--- config.mk ---
export PLATFORM = sky130hd
export DESIGN_NAME = run_event_monitor
export DESIGN_NICKNAME = d
export VERILOG_FILES = /design/src/rtl/run_event_monitor.sv
export SDC_FILE = /design/constraint.sdc
export NUM_CORES = 1
export LEC_CHECK = 0
export CAP_MARGIN = 25
export CORE_ASPECT_RATIO = 0.5
export CORE_MARGIN = 10
export CORE_UTILIZATION = 50
export CTS_CLUSTER_DIAMETER = 200
export CTS_CLUSTER_SIZE = 30
export DETAILED_ROUTE_END_ITERATION = 8
export PLACE_DENSITY = 0.78
export SLEW_MARGIN = 40
export SYNTH_ARGS = -nofsm -noshare
export SYNTH_HDL_FRONTEND = slang
export SYNTH_SLANG_ARGS = --single-unit
--- constraint.sdc ---
create_clock -name clock -period 2.8 [get_ports clock]
set_input_delay 0.56 -clock clock [delete_from_list [all_inputs] [get_ports clock]]
set_output_delay 0.56 -clock clock [all_outputs]
set_load 0.03 [all_outputs]
--- src/rtl/run_event_monitor.sv ---
// rtl/run_event_monitor.sv - classifies detector runs, counts events, tracks run lengths and illegal inputs
module run_event_monitor #(
  parameter int         CNT_W      = 8,
  parameter logic [3:0] ONES_CODE  = 4'b1000,
  parameter logic [3:0] ZEROS_CODE = 4'b0100
) (
  input  logic             clock,
  input  logic             reset,
  input  logic             clear,
  input  logic             z,
  input  logic [3:0]       state,
  output logic [CNT_W-1:0] ones_events,
  output logic [CNT_W-1:0] zeros_events,
  output logic [CNT_W-1:0] run_len,
  output logic [CNT_W-1:0] max_run,
  output logic [1:0]       mode,
  output logic             event_pulse,
  output logic             err
);

  localparam logic [1:0] MODE_IDLE  = 2'b00;
  localparam logic [1:0] MODE_ONES  = 2'b01;
  localparam logic [1:0] MODE_ZEROS = 2'b10;

  localparam logic [CNT_W-1:0] CNT_MAX = {CNT_W{1'b1}};
  localparam logic [CNT_W-1:0] CNT_ONE = {{(CNT_W-1){1'b0}}, 1'b1};

  logic [1:0]       r_mode;
  logic [CNT_W-1:0] r_ones_events;
  logic [CNT_W-1:0] r_zeros_events;
  logic [CNT_W-1:0] r_run_len;
  logic [CNT_W-1:0] r_max_run;
  logic             r_event_pulse;
  logic             r_err;

  logic             w_is_ones;
  logic             w_is_zeros;
  logic [1:0]       w_mode_nxt;
  logic             w_start_ones;
  logic             w_start_zeros;
  logic             w_continue;
  logic             w_illegal;
  logic [CNT_W-1:0] w_ones_nxt;
  logic [CNT_W-1:0] w_zeros_nxt;
  logic [CNT_W-1:0] w_run_nxt;
  logic [CNT_W-1:0] w_max_nxt;
  logic             w_pulse_nxt;
  logic             w_err_nxt;

  assign w_is_ones  = (state == ONES_CODE);
  assign w_is_zeros = (state == ZEROS_CODE);

  // State register: mode plus all registered outputs; clear acts like reset at an edge
  always_ff @(posedge clock or negedge reset) begin
    if (!reset) begin
      r_mode         <= MODE_IDLE;
      r_ones_events  <= '0;
      r_zeros_events <= '0;
      r_run_len      <= '0;
      r_max_run      <= '0;
      r_event_pulse  <= 1'b0;
      r_err          <= 1'b0;
    end else if (clear) begin
      r_mode         <= MODE_IDLE;
      r_ones_events  <= '0;
      r_zeros_events <= '0;
      r_run_len      <= '0;
      r_max_run      <= '0;
      r_event_pulse  <= 1'b0;
      r_err          <= 1'b0;
    end else begin
      r_mode         <= w_mode_nxt;
      r_ones_events  <= w_ones_nxt;
      r_zeros_events <= w_zeros_nxt;
      r_run_len      <= w_run_nxt;
      r_max_run      <= w_max_nxt;
      r_event_pulse  <= w_pulse_nxt;
      r_err          <= w_err_nxt;
    end
  end

  // Next-state: a terminal code with z=1 continues a matching run or starts a new one;
  // z=0 or a non-terminal code with z=1 drops back to IDLE
  always_comb begin
    w_mode_nxt    = MODE_IDLE;
    w_start_ones  = 1'b0;
    w_start_zeros = 1'b0;
    w_continue    = 1'b0;
    w_illegal     = 1'b0;
    if (z) begin
      if (w_is_ones) begin
        w_mode_nxt = MODE_ONES;
        if (r_mode == MODE_ONES) w_continue   = 1'b1;
        else                     w_start_ones = 1'b1;
      end else if (w_is_zeros) begin
        w_mode_nxt = MODE_ZEROS;
        if (r_mode == MODE_ZEROS) w_continue    = 1'b1;
        else                      w_start_zeros = 1'b1;
      end else begin
        w_illegal = 1'b1;
      end
    end
  end

  // Output values for the next edge: saturating counters, run length and running maximum
  always_comb begin
    w_ones_nxt  = r_ones_events;
    w_zeros_nxt = r_zeros_events;
    w_run_nxt   = '0;
    w_pulse_nxt = w_start_ones | w_start_zeros;
    w_err_nxt   = r_err | w_illegal;
    if (w_start_ones && (r_ones_events != CNT_MAX))
      w_ones_nxt = r_ones_events + CNT_ONE;
    if (w_start_zeros && (r_zeros_events != CNT_MAX))
      w_zeros_nxt = r_zeros_events + CNT_ONE;
    if (w_start_ones || w_start_zeros)
      w_run_nxt = CNT_ONE;
    else if (w_continue)
      w_run_nxt = (r_run_len == CNT_MAX) ? CNT_MAX : (r_run_len + CNT_ONE);
    w_max_nxt = (w_run_nxt > r_max_run) ? w_run_nxt : r_max_run;
  end

  assign mode         = r_mode;
  assign ones_events  = r_ones_events;
  assign zeros_events = r_zeros_events;
  assign run_len      = r_run_len;
  assign max_run      = r_max_run;
  assign event_pulse  = r_event_pulse;
  assign err          = r_err;

endmodule

==> results of run 1 <==
## worst min-delay path by stage
stage | to | from | slack [ns] | cells after the start
after global routing | max_run[7] | max_run[7] | 0.58 | 2
after global placement | err | err | 0.48 | 2
after CTS | err | err | 0.53 | 2
after detailed placement | err | err | 0.51 | 2
after floorplan | err | reset | 0.26 | 0
final | err | err | 0.53 | 2
## area by class of cell
type	instances	share of cell area [%]
repair buffers	72	21.5
inverters	8	0.985
multi-input cells	172	40.5
clock buffers	5	2.26
well taps	54	2.22
flip-flops and latches	36	29.6
clock inverters	3	2.95
## metal layers
metal  part of all wire [%]  GRT usage [%]  routed length, µm  vias up
li1                       -              -                  -      944
met1                     41           20.0               2590      992
met2                     49           28.2               3060       74
met3                    6.8           4.64                426       22
met4                    3.4           7.42                212        0
met5                      0              0                  0        -
## cell families (layout without fill, tap and decap cells)
logic type / Yosys count / after routing / share of synthesized area (%)
AND/OR/NAND/NOR: 98 / 98 / 26.4
AO/OA/AOI/OAI: 46 / 47 / 12.7
flip-flops: 36 / 36 / 44.7
XOR/XNOR: 16 / 16 / 6.96
buffers and inverters: 13 / 88 / 2.42
adder cells (fa/ha/maj): 11 / 11 / 6.83
## layout by cell type, fill, tap and decap left out, types with 4 or more instances in the layout
master	n
dfrtp_1	35
buf_4	26
nor2_1	27
inv_1	8
xnor2_1	14
nor3_1	5
clkbuf_8	5
clkdlybuf4s50_1	38
nand3_1	15
nand4_1	4
nor2b_1	4
o21ai_0	10
ha_1	10
nand2_1	10
nor4_1	6
a21oi_2	4
a21oi_1	18
## worst max-delay path: stages, from the launching register on
cell	delay (ns)
dfrtp_1	0.46
nor4bb_4	0.40
buf_4	0.19
o21ai_4	0.09
a21oi_2	0.20
nor2_2	0.07
ha_1	0.20
nor2b_1	0.15
o211ai_1	0.14
buf_4	0.17
a211oi_4	0.36
buf_4	0.18
o21ai_0	0.07
a21oi_1	0.15
## power breakdown
group | switching [mW] | internal, mW
Clock | 0.211 | 0.446
Combinational | 0.0455 | 0.0322
Sequential | 0.00257 | 0.522
Total | 0.259 | 1.00
## flip-flops by register name, summed over array words and instances, names as in the netlist
| signal | cells |
|---|---|
| event_pulse | 1 |
| max_run | 8 |
| err | 1 |
| ones_events | 8 |
| mode | 2 |
| zeros_events | 8 |
| run_len | 8 |
## what timing repair did
item	4_1_cts	5_1_grt
endpoints found under the setup margin	8	8
pin swaps	6	14
buffers inserted	3	7
gates cloned	1	0
gates resized for setup	20	29
hold endpoints to repair	0	0
==> summary.md, run 1 <==
| Metric | Value |
|---|---|
| Worst VDD drop | `0.188 mV` |
| Netlist cell types | `36` |
| Root Buffer | `clkbuf_8` |
| Num rows | `16` |
| Die Span Y | `64.9 µm` |
| First-pass GRT wire length | `9720 µm` |
| Final Hold Slack | `0.531 ns` |
| Setup ws final | `-0.105 ns` |
| FFs w/ async S/R, synth | `100%` |
| DRT Pass-1 Iters | `5` |
| TritonCTS clock tree | `yes` |
| Cell Area, Placed | `0.00264 mm²` |
| Clock sinks | `36` |
| Cells after DPL | `331` |
| FF/Latch Area | `902 µm²` |
| Number of global-route vias before repair | `1985` |
| Multi-input gate area | `0.00123 mm²` |
| Final net count | `314` |
| Arr. time, crit path | `3.14 ns` |
| DR vias | `2032` |
| Hold Path Class | `reg2reg` |
| Primary FF master, synth | `dfrtp_1` |
| Share of cells above drive strength 1 | `23.6%` |
| Max Slew Vio Count | `0` |
| Setup_tns | `-0.274 ns` |
| Post-DRT Antenna Nets | `0` |
| Port bufs | `43` |
| Status | `finished, violations left` |
| Net Count, Synth | `239` |
| Remaining global-route overflow | `0` |
| Top cells by count, synth | `36 x dfrtp_1, 30 x nor2_1, 23 x a21oi_1` |
| Clock slew at reported path FFs | `0.08 ns` |
| Mean number of vias per cell | `5.81` |
| Violated checks | `setup timing` |
| Crit. End Element | `flop` |
| WL/cell | `18.0 µm` |
| H-tree levels | `2` |
| CP max FO | `7` |
| # DRC | `0` |
| Final core utilization | `78.5%` |
| Die width | `110 µm` |
| Synth top area cells | `dfrtp_1 45%, ha_1 6.8%, xnor2_1 6.1%, a21oi_1 5.7%, nor2_1 5.6%` |
| Critical Path Start Type | `flop` |
| Sequential area share after synthesis | `44.7%` |
| Worst Setup EP | `max_run[4]` |
| Final cycle utilization of the critical path | `104%` |
| Achievable Freq | `344 MHz` |
| Pre-CTS worst setup slack | `-0.814 ns` |
| Cell area power density | `413 mW/mm²` |
| Worst-case reg-to-reg path depth | `13` |
| Skew-Pair Late Insertion Delay | `0.30 ns` |
| Routed wire length | `6290 µm` |
| DRT iter0 DRCs | `114` |
| Final hold vios | `0` |
| EDFF count, synth | `0` |
| Largest net degree at the start of global routing | `37` |
| Worst R2R Start | `mode[1]` |
| Synth top area share | `44.7%` |
| Post-DP HPWL | `3690 µm` |
| Cts bufs inserted | `5` |
| Worst-Margin Slew | `0.499 ns` |
| Synth Warn # | `0` |
| Largest area contributor in the netlist | `dfrtp_1` |
| R2r endpoint | `max_run[4]` |
| Syn Area/Cell | `9.16 µm²` |
| Top-count cell post-synth | `dfrtp_1` |
| Area Overhead vs Synth | `51.4%` |
| Die ar. | `0.00712 mm²` |
| Required @ worst endpoint | `3.03 ns` |
| Leakage | `1.20 nW` |
| Post-Syn Area | `0.00201 mm²` |
| Post-CTS Hold Fix Bufs | `0` |
| CTS max path bufs | `2` |
| Final min period | `2.90 ns` |
| FILL cells | `245` |
| Non-Filler Instances | `350` |
| Design area | `0.00305 mm²` |
| RD Place Congestion | `0.871` |
| Core area | `0.00388 mm²` |
| CP Launch Point | `mode[1]` |
| Total power | `1.26 mW` |
| GRT Util Overall | `16.9%` |
| # Max-Cap Violations | `0` |
| FF-to-FF setup slack | `-0.10 ns` |
| Slew headroom | `66.6%` |
| Initial Utilization | `51.9%` |
| WS Path Type | `reg2reg` |
| IO Count | `44` |
| Mapped Cells | `220` |
| Final setup viols | `3` |
| ANT cells | `0` |
| Worst Clk Skew | `0.00601 ns` |
| Initial antenna violation count | `0` |
| Number of synthesized register bits | `36` |
(Power assumes the default switching activity.)
==> run 2, diff against run 1 <==
Settings changed: SKIP_CTS_REPAIR_TIMING set to 1.
==> run 2 against run 1 <==
Worst hold slack lost 0.0051 ns. Clock skew shrank 0.00072 ns. Largest cell class unchanged. Count of clock-buffer cells in the layout is the same. Non-clock buffer count shrank 4. The run still ends with setup timing left. Wire length shrank 3.8%. Power shrank 0.66%. Register-to-register slack gained 0.08 ns. Maximum frequency grew 3.0%. Largest power group unchanged. Cell count shrank 0.86%.
==> summary.md, run 2 (synthesized netlist as in run 1, its figures left out) <==
| Metric | Value |
|---|---|
| TritonCTS clock tree | `yes (unchanged)` |
| IO Count | `44 (unchanged)` |
| Achievable Freq | `355 MHz (was 344 MHz)` |
| Worst-case reg-to-reg path depth | `10 (was 13)` |
| Design area | `0.00299 mm² (was 0.00305 mm²)` |
| Final setup viols | `1 (was 3)` |
| Max Slew Vio Count | `0 (unchanged)` |
| WL/cell | `17.4 µm (was 18.0 µm)` |
| Most frequent cells in the layout | `38 x clkdlybuf4s50_1, 35 x dfrtp_1, 29 x nor2_1, 22 x buf_4, 19 x a21oi_1 (was 38 x clkdlybuf4s50_1, 35 x dfrtp_1, 27 x nor2_1, 26 x buf_4, 18 x a21oi_1)` |
| Core area | `0.00388 mm² (unchanged)` |
| Die ar. | `0.00712 mm² (unchanged)` |
| Num rows | `16 (unchanged)` |
| Die width | `110 µm (unchanged)` |
| Final net count | `310 (was 314)` |
| Cell Area, Placed | `0.00264 mm² (unchanged)` |
| Initial Utilization | `51.9% (unchanged)` |
| Worst Hold Depth | `2 (unchanged)` |
| CP delay by family, top | `compound AO/OA/AOI/OAI gates (unchanged)` |
| Final cycle utilization of the critical path | `101% (was 104%)` |
| DRT Pass-1 Iters | `4 (was 5)` |
| Cells after DPL | `331 (unchanged)` |
| Clock slew at reported path FFs | `0.08 ns (about the same)` |
| Slowest-stage cell, CP | `dfrtp_1 (unchanged)` |
| First-pass GRT wire length | `8670 µm (was 9720 µm)` |
| RD Place Congestion | `0.871 (unchanged)` |
| Largest net degree at the start of global routing | `37 (unchanged)` |
| Final core utilization | `77.1% (was 78.5%)` |
| Non-Filler Instances | `347 (was 350)` |
| Skew-Pair Late Insertion Delay | `0.30 ns (about the same)` |
| GRT Util Overall | `14.9% (was 16.9%)` |
| Mean number of vias per cell | `5.71 (was 5.81)` |
| Cell Chain, Critical Path | `nand3_1 > or3_1 > a31oi_2 > ha_1 > nand4_1 > buf_6 > nor2_4 > a211oi_4 > o21ai_0 > a21oi_1 (was nor4bb_4 > buf_4 > o21ai_4 > a21oi_2 > nor2_2 > ha_1 > nor2b_1 > o211ai_1 > buf_4 > a211oi_4 > buf_4 > o21ai_0 > a21oi_1)` |
| Cell area power density | `418 mW/mm² (was 413 mW/mm²)` |
| WP buf/inv | `1 (was 3)` |
| Share of cells above drive strength 1 | `19.2% (was 23.6%)` |
| Clock sinks | `36 (unchanged)` |
| Routed wire length | `6060 µm (was 6290 µm)` |
| Worst-Margin Slew | `0.499 ns (about the same)` |
| Final min period | `2.82 ns (was 2.90 ns)` |
| Die Span Y | `64.9 µm (unchanged)` |
| # Max-Cap Violations | `0 (unchanged)` |
| Commonest non-fill, non-tap cell in the layout | `clkdlybuf4s50_1 (unchanged)` |
| Arr. time, crit path | `3.04 ns (was 3.14 ns)` |
| Initial antenna violation count | `1 (was 0)` |
| Crit path depth | `10 (was 13)` |
| WS Path Type | `reg2reg (unchanged)` |
| Cts bufs inserted | `5 (unchanged)` |
| Critical Path Start Type | `flop (unchanged)` |
| Worst VDD drop | `0.258 mV (was 0.188 mV)` |
| CP max FO | `8 (was 7)` |
| Setup ws final | `-0.0207 ns (was -0.105 ns)` |
| Remaining global-route overflow | `0 (unchanged)` |
| Slew headroom | `66.6% (about the same)` |
| Crit. End Element | `flop (unchanged)` |
| Root Buffer | `clkbuf_8 (unchanged)` |
| Post-DP HPWL | `3690 µm (unchanged)` |
| Required @ worst endpoint | `3.02 ns (was 3.03 ns)` |
| Area Overhead vs Synth | `48.6% (was 51.4%)` |
| # DRC | `0 (unchanged)` |
| Pre-CTS worst setup slack | `-0.814 ns (unchanged)` |
| DRT iter0 DRCs | `79 (was 114)` |
| FILL cells | `248 (was 245)` |
| Port bufs | `43 (unchanged)` |
| Total power | `1.25 mW (was 1.26 mW)` |
| Leakage | `1.19 nW (was 1.20 nW)` |
| Worst Clk Skew | `0.00529 ns (was 0.00601 ns)` |
| Final hold vios | `0 (unchanged)` |
| Hold Path Class | `reg2reg (unchanged)` |
| Max incr delay on CP | `0.45 ns (was 0.46 ns)` |
| Number of global-route vias before repair | `1856 (was 1985)` |
| CTS max path bufs | `2 (unchanged)` |
| H-tree levels | `2 (unchanged)` |
| Violated checks | `setup timing (unchanged)` |
| DR vias | `1981 (was 2032)` |
| Status | `finished, violations left (unchanged)` |
| Post-DRT Antenna Nets | `0 (unchanged)` |
[run 2: cell types whose count changed in the layout (fill, tap and decap cells not counted), moves of 2 or more]
| cell | before | now |
|---|---|---|
| dlymetal6s2s_1 | 3 | 5 |
| clkbuf_2 | 2 | 0 |
| buf_4 | 26 | 22 |
| nor2_1 | 27 | 29 |
| nor2_2 | 2 | 0 |
[run 2: power breakdown]
part | switching [mW] | total [mW] | internal, mW
Clock | 0.203 | 0.649 | 0.446
Sequential | 0.00253 | 0.525 | 0.522
Combinational | 0.0447 | 0.0769 | 0.0323
[run 2: path summary, 6_finish.rpt]
| path | startpoint | endpoint | slack (ns) |
|---|---|---|---|
| hold reg to reg | err | err | 0.53 |
| min in group asynchronous | reset | zeros_events[1] | 0.68 |
| max in group asynchronous | reset | mode[0] | 1.77 |
| setup reg to reg | run_len[2] | max_run[1] | -0.02 |
| hold / removal | err | err | 0.53 |
| setup / recovery | run_len[2] | max_run[1] | -0.02 |
[run 2: metal layers]
metal	share of wire, %	GRT usage (%)	routed length (µm)	vias up
li1	-	-	-	930
met1	42	17.0	2540	988
met2	51	26.0	3060	49
met3	5.5	4.44	332	14
met4	2.0	5.32	123	0
met5	0	0	0	-
[run 2: through the flow]
step                hold WS (ns)  setup TNS, ns
finish                     0.526        -0.0207
global route               0.576         -0.400
detailed placement         0.510          -6.33
CTS                        0.526          -3.91
floorplan                  0.264              0
global placement           0.476          -5.61
[run 2: area by class of cell]
cell class	instances	area [µm²]	area share, %
multi-input cells	172	1190	39.8
flip-flops and latches	36	902	30.1
repair buffers	68	642	21.4
clock inverters	3	90.1	3.01
clock buffers	5	68.8	2.30
well taps	54	67.6	2.26
inverters	8	30.0	1.00
diodes	1	2.50	0.0836
[run 2: tightest hold or removal path: stages (launching register included)]
cell     delay [ns]
dfrtp_1        0.36
a21oi_1        0.05
nor2_1         0.08
==> run 3, diff against run 2 <==
Settings changed: SKIP_LAST_GASP set to 1.
==> results of run 3 <==
Same layout as run 2: the final DEF is identical, and so are final timing and power.
